## config.mk

```make
export PLATFORM = sky130hd
export DESIGN_NAME = key_conditioner
export DESIGN_NICKNAME = d
export VERILOG_FILES = /design/src/rtl/key_conditioner_pkg.sv /design/src/rtl/sync_nbit.sv /design/src/rtl/key_conditioner.sv
export SDC_FILE = /design/constraint.sdc
export NUM_CORES = 1
export LEC_CHECK = 0
export BUFFER_PORTS_ARGS = -buffer_cell sky130_fd_sc_hd__clkbuf_2
export CORE_UTILIZATION = 45
export CTS_BUF_LIST = sky130_fd_sc_hd__clkbuf_8
export DETAILED_ROUTE_END_ITERATION = 16
export HOLD_SLACK_MARGIN = 0.12
export PLACE_DENSITY = 0.66
export SKIP_LAST_GASP = 1
export SYNTH_ARGS = -nofsm -noshare
export SYNTH_HDL_FRONTEND = slang
export SYNTH_SLANG_ARGS = --single-unit
```

## constraint.sdc

```tcl
create_clock -name clock -period 3.7 [get_ports clock]
set_clock_uncertainty 0.05 [all_clocks]
set_input_delay 0 -clock clock [delete_from_list [all_inputs] [get_ports clock]]
set_output_delay 0 -clock clock [all_outputs]
set_load 0.01 [all_outputs]
```

## src/rtl/key_conditioner_pkg.sv

```systemverilog
// Shared definitions for the key conditioner and the game FSM colour decode.
// FSM state encodings and the one-hot key codes.
package key_conditioner_pkg;

   typedef enum logic [1:0] {
      IDLE         = 2'd0,
      PRESS_WAIT   = 2'd1,
      HELD         = 2'd2,
      RELEASE_WAIT = 2'd3
   } state_e;

   localparam logic [3:0] KEY_NONE   = 4'h0;
   localparam logic [3:0] KEY_GREEN  = 4'h1;
   localparam logic [3:0] KEY_RED    = 4'h2;
   localparam logic [3:0] KEY_BLUE   = 4'h4;
   localparam logic [3:0] KEY_YELLOW = 4'h8;

endpackage

```

## src/rtl/sync_nbit.sv

```systemverilog
// WIDTH x STAGES flip-flop synchroniser with an asynchronous reset to RESET_VAL.
module sync_nbit #(
   parameter int               WIDTH     = 1,
   parameter int               STAGES    = 2,
   parameter logic [WIDTH-1:0] RESET_VAL = '0
) (
   input  logic             clock,
   input  logic             resetApp,
   input  logic [WIDTH-1:0] d_i,
   output logic [WIDTH-1:0] q_o
);

   logic [WIDTH-1:0] stage_q [STAGES];

   // NOTE: every stage is reset to the idle pin level so that leaving reset
   // can never look like an edge; non-blocking assignments keep the chain a shift.
   always_ff @(posedge clock or posedge resetApp) begin
      if (resetApp) begin
         for (int i = 0; i < STAGES; i++) stage_q[i] <= RESET_VAL;
      end else begin
         stage_q[0] <= d_i;
         for (int i = 1; i < STAGES; i++) stage_q[i] <= stage_q[i-1];
      end
   end

   assign q_o = stage_q[STAGES-1];

endmodule

```

## src/rtl/key_conditioner.sv

```systemverilog
// Synchronises, debounces and chord-filters the active-low buttons into a one-hot key
// with press/release pulses. Build with KEY_REPEAT_EN defined to add auto-repeat.
module key_conditioner
   import key_conditioner_pkg::*;
#(
   parameter int NUM_KEYS        = 4,
   parameter int SYNC_STAGES     = 2,
   parameter int DEBOUNCE_CYCLES = 50000
`ifdef KEY_REPEAT_EN
   ,
   parameter int REPEAT_CYCLES   = 25000000
`endif
) (
   input  logic                clock,
   input  logic                resetApp,
   input  logic [NUM_KEYS-1:0] n_key,
   output logic [NUM_KEYS-1:0] key,
   output logic                keyValid,
   output logic                keyPress,
   output logic                keyRelease
);

   localparam int             CNT_W    = $clog2(DEBOUNCE_CYCLES);
   localparam logic [CNT_W-1:0] CNT_LAST = CNT_W'(DEBOUNCE_CYCLES - 1);

   logic [NUM_KEYS-1:0] n_key_sync;
   logic [NUM_KEYS-1:0] s;
   logic                s_valid;

   state_e              state_q;
   logic [CNT_W-1:0]    cnt_q;
   logic [NUM_KEYS-1:0] cand_q;
   logic [NUM_KEYS-1:0] key_q;
   logic                press_q;
   logic                release_q;

   sync_nbit #(
      .WIDTH     (NUM_KEYS),
      .STAGES    (SYNC_STAGES),
      .RESET_VAL ({NUM_KEYS{1'b1}})
   ) u_sync (
      .clock    (clock),
      .resetApp (resetApp),
      .d_i      (n_key),
      .q_o      (n_key_sync)
   );

   assign s       = ~n_key_sync;
   assign s_valid = $onehot(s);

`ifdef KEY_REPEAT_EN
   localparam int             REP_W    = $clog2(REPEAT_CYCLES);
   localparam logic [REP_W-1:0] REP_LAST = REP_W'(REPEAT_CYCLES - 1);
   logic [REP_W-1:0] rep_q;
`endif

   always_ff @(posedge clock or posedge resetApp) begin
      if (resetApp) begin
         state_q   <= IDLE;
         cnt_q     <= '0;
         cand_q    <= '0;
         key_q     <= '0;
         press_q   <= 1'b0;
         release_q <= 1'b0;
`ifdef KEY_REPEAT_EN
         rep_q     <= '0;
`endif
      end else begin
         press_q   <= 1'b0;
         release_q <= 1'b0;
         case (state_q)
            IDLE: begin
               if (s_valid) begin
                  state_q <= PRESS_WAIT;
                  cand_q  <= s;
                  cnt_q   <= '0;
               end
            end
            PRESS_WAIT: begin
               if (!s_valid) begin
                  state_q <= IDLE;
               end else if (s != cand_q) begin
                  cand_q <= s;
                  cnt_q  <= '0;
               end else if (cnt_q == CNT_LAST) begin
                  state_q <= HELD;
                  key_q   <= cand_q;
                  press_q <= 1'b1;
`ifdef KEY_REPEAT_EN
                  rep_q   <= '0;
`endif
               end else if (cnt_q != '1) begin
                  cnt_q <= cnt_q + 1'b1;
               end
            end
            HELD: begin
               // Any departure from the held code, including an added key, starts a release.
               if (s != key_q) begin
                  state_q <= RELEASE_WAIT;
                  cnt_q   <= '0;
               end
`ifdef KEY_REPEAT_EN
               else if (rep_q == REP_LAST) begin
                  rep_q   <= '0;
                  press_q <= 1'b1;
               end else begin
                  rep_q <= rep_q + 1'b1;
               end
`endif
            end
            RELEASE_WAIT: begin
               if (s == key_q) begin
                  state_q <= HELD;
               end else if (cnt_q == CNT_LAST) begin
                  state_q   <= IDLE;
                  key_q     <= '0;
                  release_q <= 1'b1;
               end else if (cnt_q != '1) begin
                  cnt_q <= cnt_q + 1'b1;
               end
            end
            default: state_q <= IDLE;
         endcase
      end
   end

   assign key        = key_q;
   assign keyValid   = |key_q;
   assign keyPress   = press_q;
   assign keyRelease = release_q;

endmodule
```

==> metrics.txt <==
Inst Count DP 241; chip height 67.3 microns; Die Width 67.3 microns; WS Path Type flop to flop; Worst Setup Slack, final 0.584 ns; average cell area after synthesis 10.2 sq um; commonest cells after routing, fill and taps aside dfrtp_1 (28), nand2_1 (15), a31oi_1 (14), inv_1 (12), clkbuf_2 (12); YS warnings 0; Detail Route Antenna Nets 0; hold_buf cts 5; area delta synth->final 11.5%; Sequential Power Share 52.1%; Starting Density 47.2%; unrepaired setup endpoints after global routing no; CTS Buf Count 5; grt total ovfl 0; CTS clk-pin slew, worst paths 0.07 ns; commonest non-fill, non-tap cell in the layout dfrtp_1; number of vias per cell 6.05; drt first pass iters 4; busiest grt layer met2; Final Hold Vio Count 0; Final Setup Violations 0; Final Non-Filler Cells 254; Seq/Total Area, Yosys 47.5%; syn nets 198; pin count of the biggest net entering global routing 37; slowest cell on the critical path nor4b_1; Worst slew margin 45.0%; vias in the first global route 1470; CTS Sinks 36; Multi-input gate area 901 sq um; status finished, final reports clean; # rows 23; met3 Use GR 6.08%; CTS tree built; CP Launch Point u_sync.q_o[1]$_DFF_PP1_; Worst EP arrival 3.25 ns; Crit path max-delay family adder cells; NetSw 261 uW; Post-synth top flop dfrtp_1; switch share 29.7%; Comb power frac 16.2%; Tot Pwr 879 uW; root buffer cell clkbuf_8; total track usage 20.0%; layout cells sized above 1 19.6%; Crit. End Element flop; Synth Instances 188; post-route cell area 0.00214 sq mm; Placer Congestion 0.858; # Post-CTS Setup Buffers 0; crit-path most repeated cell ha_1; Max Clk Rate 321 MHz; first-pass GRT wire length 6690 microns; Leak 0.979 nW; post-DP HPWL 2800 microns; crit path capture cnt_q[0]$_DFFE_PP0P_; fill cell count 371; Crit path depth 9; Unique masters post-synth 53; Antenna diodes 0; clock power share 31.7%; die area 0.00452 sq mm; pre-CTS setup slack 0.651 ns; Internal Power 618 uW; WHS 0.279 ns; # nets final 213; crit-path max FO 19; Final Util 52.7%; Hold Crit Class input port to asynchronous set/reset pin; Reg2Reg Setup Slack 0.58 ns; Reg2Reg Launch Point u_sync.q_o[1]$_DFF_PP1_; Worst Reg-to-Reg Cells 9; min cycle time layout 3.12 ns; drt total wl 3970 microns; DP Area 0.00199 sq mm; via count 1537; DRC viols 0; post-synthesis async set-or-reset flop share 100%; fin. max-slew vios 0; Mapped Area 0.00192 sq mm; clock buffer depth 2; CP Data Required Time 3.83 ns; final worst path period share 84.2%; worst path bufs/invs 2; Pwr per Cell Area 411 mW/mm^2; met2 GRT Util 29.5%; PostCTS Resize Cnt 0; Setup TNS 0 ns; initial antenna violation count 0; GR Util met1 27.7%; RR Endpoint cnt_q[0]$_DFFE_PP0P_; IO buf count 12; crit-path cells fa_1, inv_1, ha_1, ha_1, nor4b_1, a21o_1, buf_4, o21ai_0, mux2_2; htree depth 2; Worst Setup Start Kind flop; number of flops mapped to enable cells by yosys 0; core area 0.00406 sq mm; Slew @ Worst Pin 0.819 ns; Avg WL per Cell 15.6 microns; worst skew pair latency 0.29 ns; VDD IR max 0.000240 V; max incr delay on CP 0.62 ns; max_cap viols 0; FF/Latch Area 911 sq um; 1st-iter DRT viols 127; I/O pins 13; flop and latch count out of synthesis 36
==> layer usage <==
layer | wire length [microns] | part of all wire, %
met5 | 0 | 0
met1 | 1900 | 48
met2 | 1810 | 45
met4 | 67 | 1.7
met3 | 195 | 4.9
==> cells by family after synthesis <==
| kind of cell | Yosys count | synth area share, % |
|---|---|---|
| AO/OA/AOI/OAI | 56 | 19.2 |
| XOR/XNOR | 8 | 3.65 |
| adder cells (fa/ha/maj) | 4 | 3.00 |
| buffers and inverters | 23 | 5.48 |
| flip-flops | 36 | 47.5 |
| multiplexers | 5 | 2.68 |
| AND/OR/NAND/NOR | 56 | 18.5 |
==> power groups by stage <==
stage	Combinational [mW]	Clock (mW)	Sequential [mW]
floorplan	0.120	0	0.451
global placement	0.134	0	0.463
detailed placement	0.139	0	0.464
CTS	0.143	0.288	0.457
global route	0.162	0.304	0.461
finish	0.142	0.278	0.458
==> cells in the mapped netlist, types with 2 or more instances <==
cell type   n  area (sq um)
a21o_1      7          52.6
a21oi_1    11          55.1
a31o_1      2          17.5
a31oi_1    14          87.6
a41oi_1     2          17.5
and3_1      2          12.5
and4_1      2          17.5
buf_2       3          15.0
clkbuf_1    3          11.3
clkbuf_2    3          15.0
dfrtp_1    28           701
dfstp_2     8           210
ha_1        3          37.5
inv_1      12          45.0
mux2i_1     4          40.0
nand2_1    15          56.3
nand3_1     4          20.0
nand4_1     5          31.3
nor2_1      7          26.3
nor3_1      4          20.0
nor4_1      2          12.5
o21ai_0     9          45.0
or3_1       2          12.5
xnor2_1     4          35.0
xor2_1      4          35.0
==> flip-flops by register name, summed over array words and instances, names as in the netlist <==
register / cells
cnt_q: 16
cand_q: 4
key: 4
u_sync.q_o: 4
u_sync.stage_q: 4
state_q: 2
keyPress: 1
keyRelease: 1
==> worst register-to-register path: stages, from the launching register on <==
cell and delay (ns):
dfstp_2 0.58, fa_1 0.42, inv_1 0.07, ha_1 0.13, ha_1 0.23, nor4b_1 0.62
a21o_1 0.20, buf_4 0.25, o21ai_0 0.16, mux2_2 0.31
==> worst min path at each step <==
stage / from / end / slack (ns)
2_1_floorplan: n_key[0] / u_sync.stage_q[4]$_DFF_PP1_ / -0.05
3_3_place_gp: n_key[1] / u_sync.stage_q[5]$_DFF_PP1_ / 0.04
3_5_place_dp: n_key[2] / u_sync.stage_q[6]$_DFF_PP1_ / 0.04
4_1_cts: n_key[1] / u_sync.stage_q[5]$_DFF_PP1_ / 0.27
5_1_grt: n_key[0] / u_sync.stage_q[4]$_DFF_PP1_ / 0.28
6_report: resetApp / cnt_q[3]$_DFFE_PP0P_ / 0.28
==> cell type report <==
type / instances / area share, %
clock buffers: 5 / 3.22
flip-flops and latches: 36 / 42.6
multi-input cells: 129 / 42.2
repair buffers: 19 / 5.85
clock inverters: 3 / 1.11
inverters: 12 / 2.11
well taps: 50 / 2.93
(Power assumes the default switching activity.)
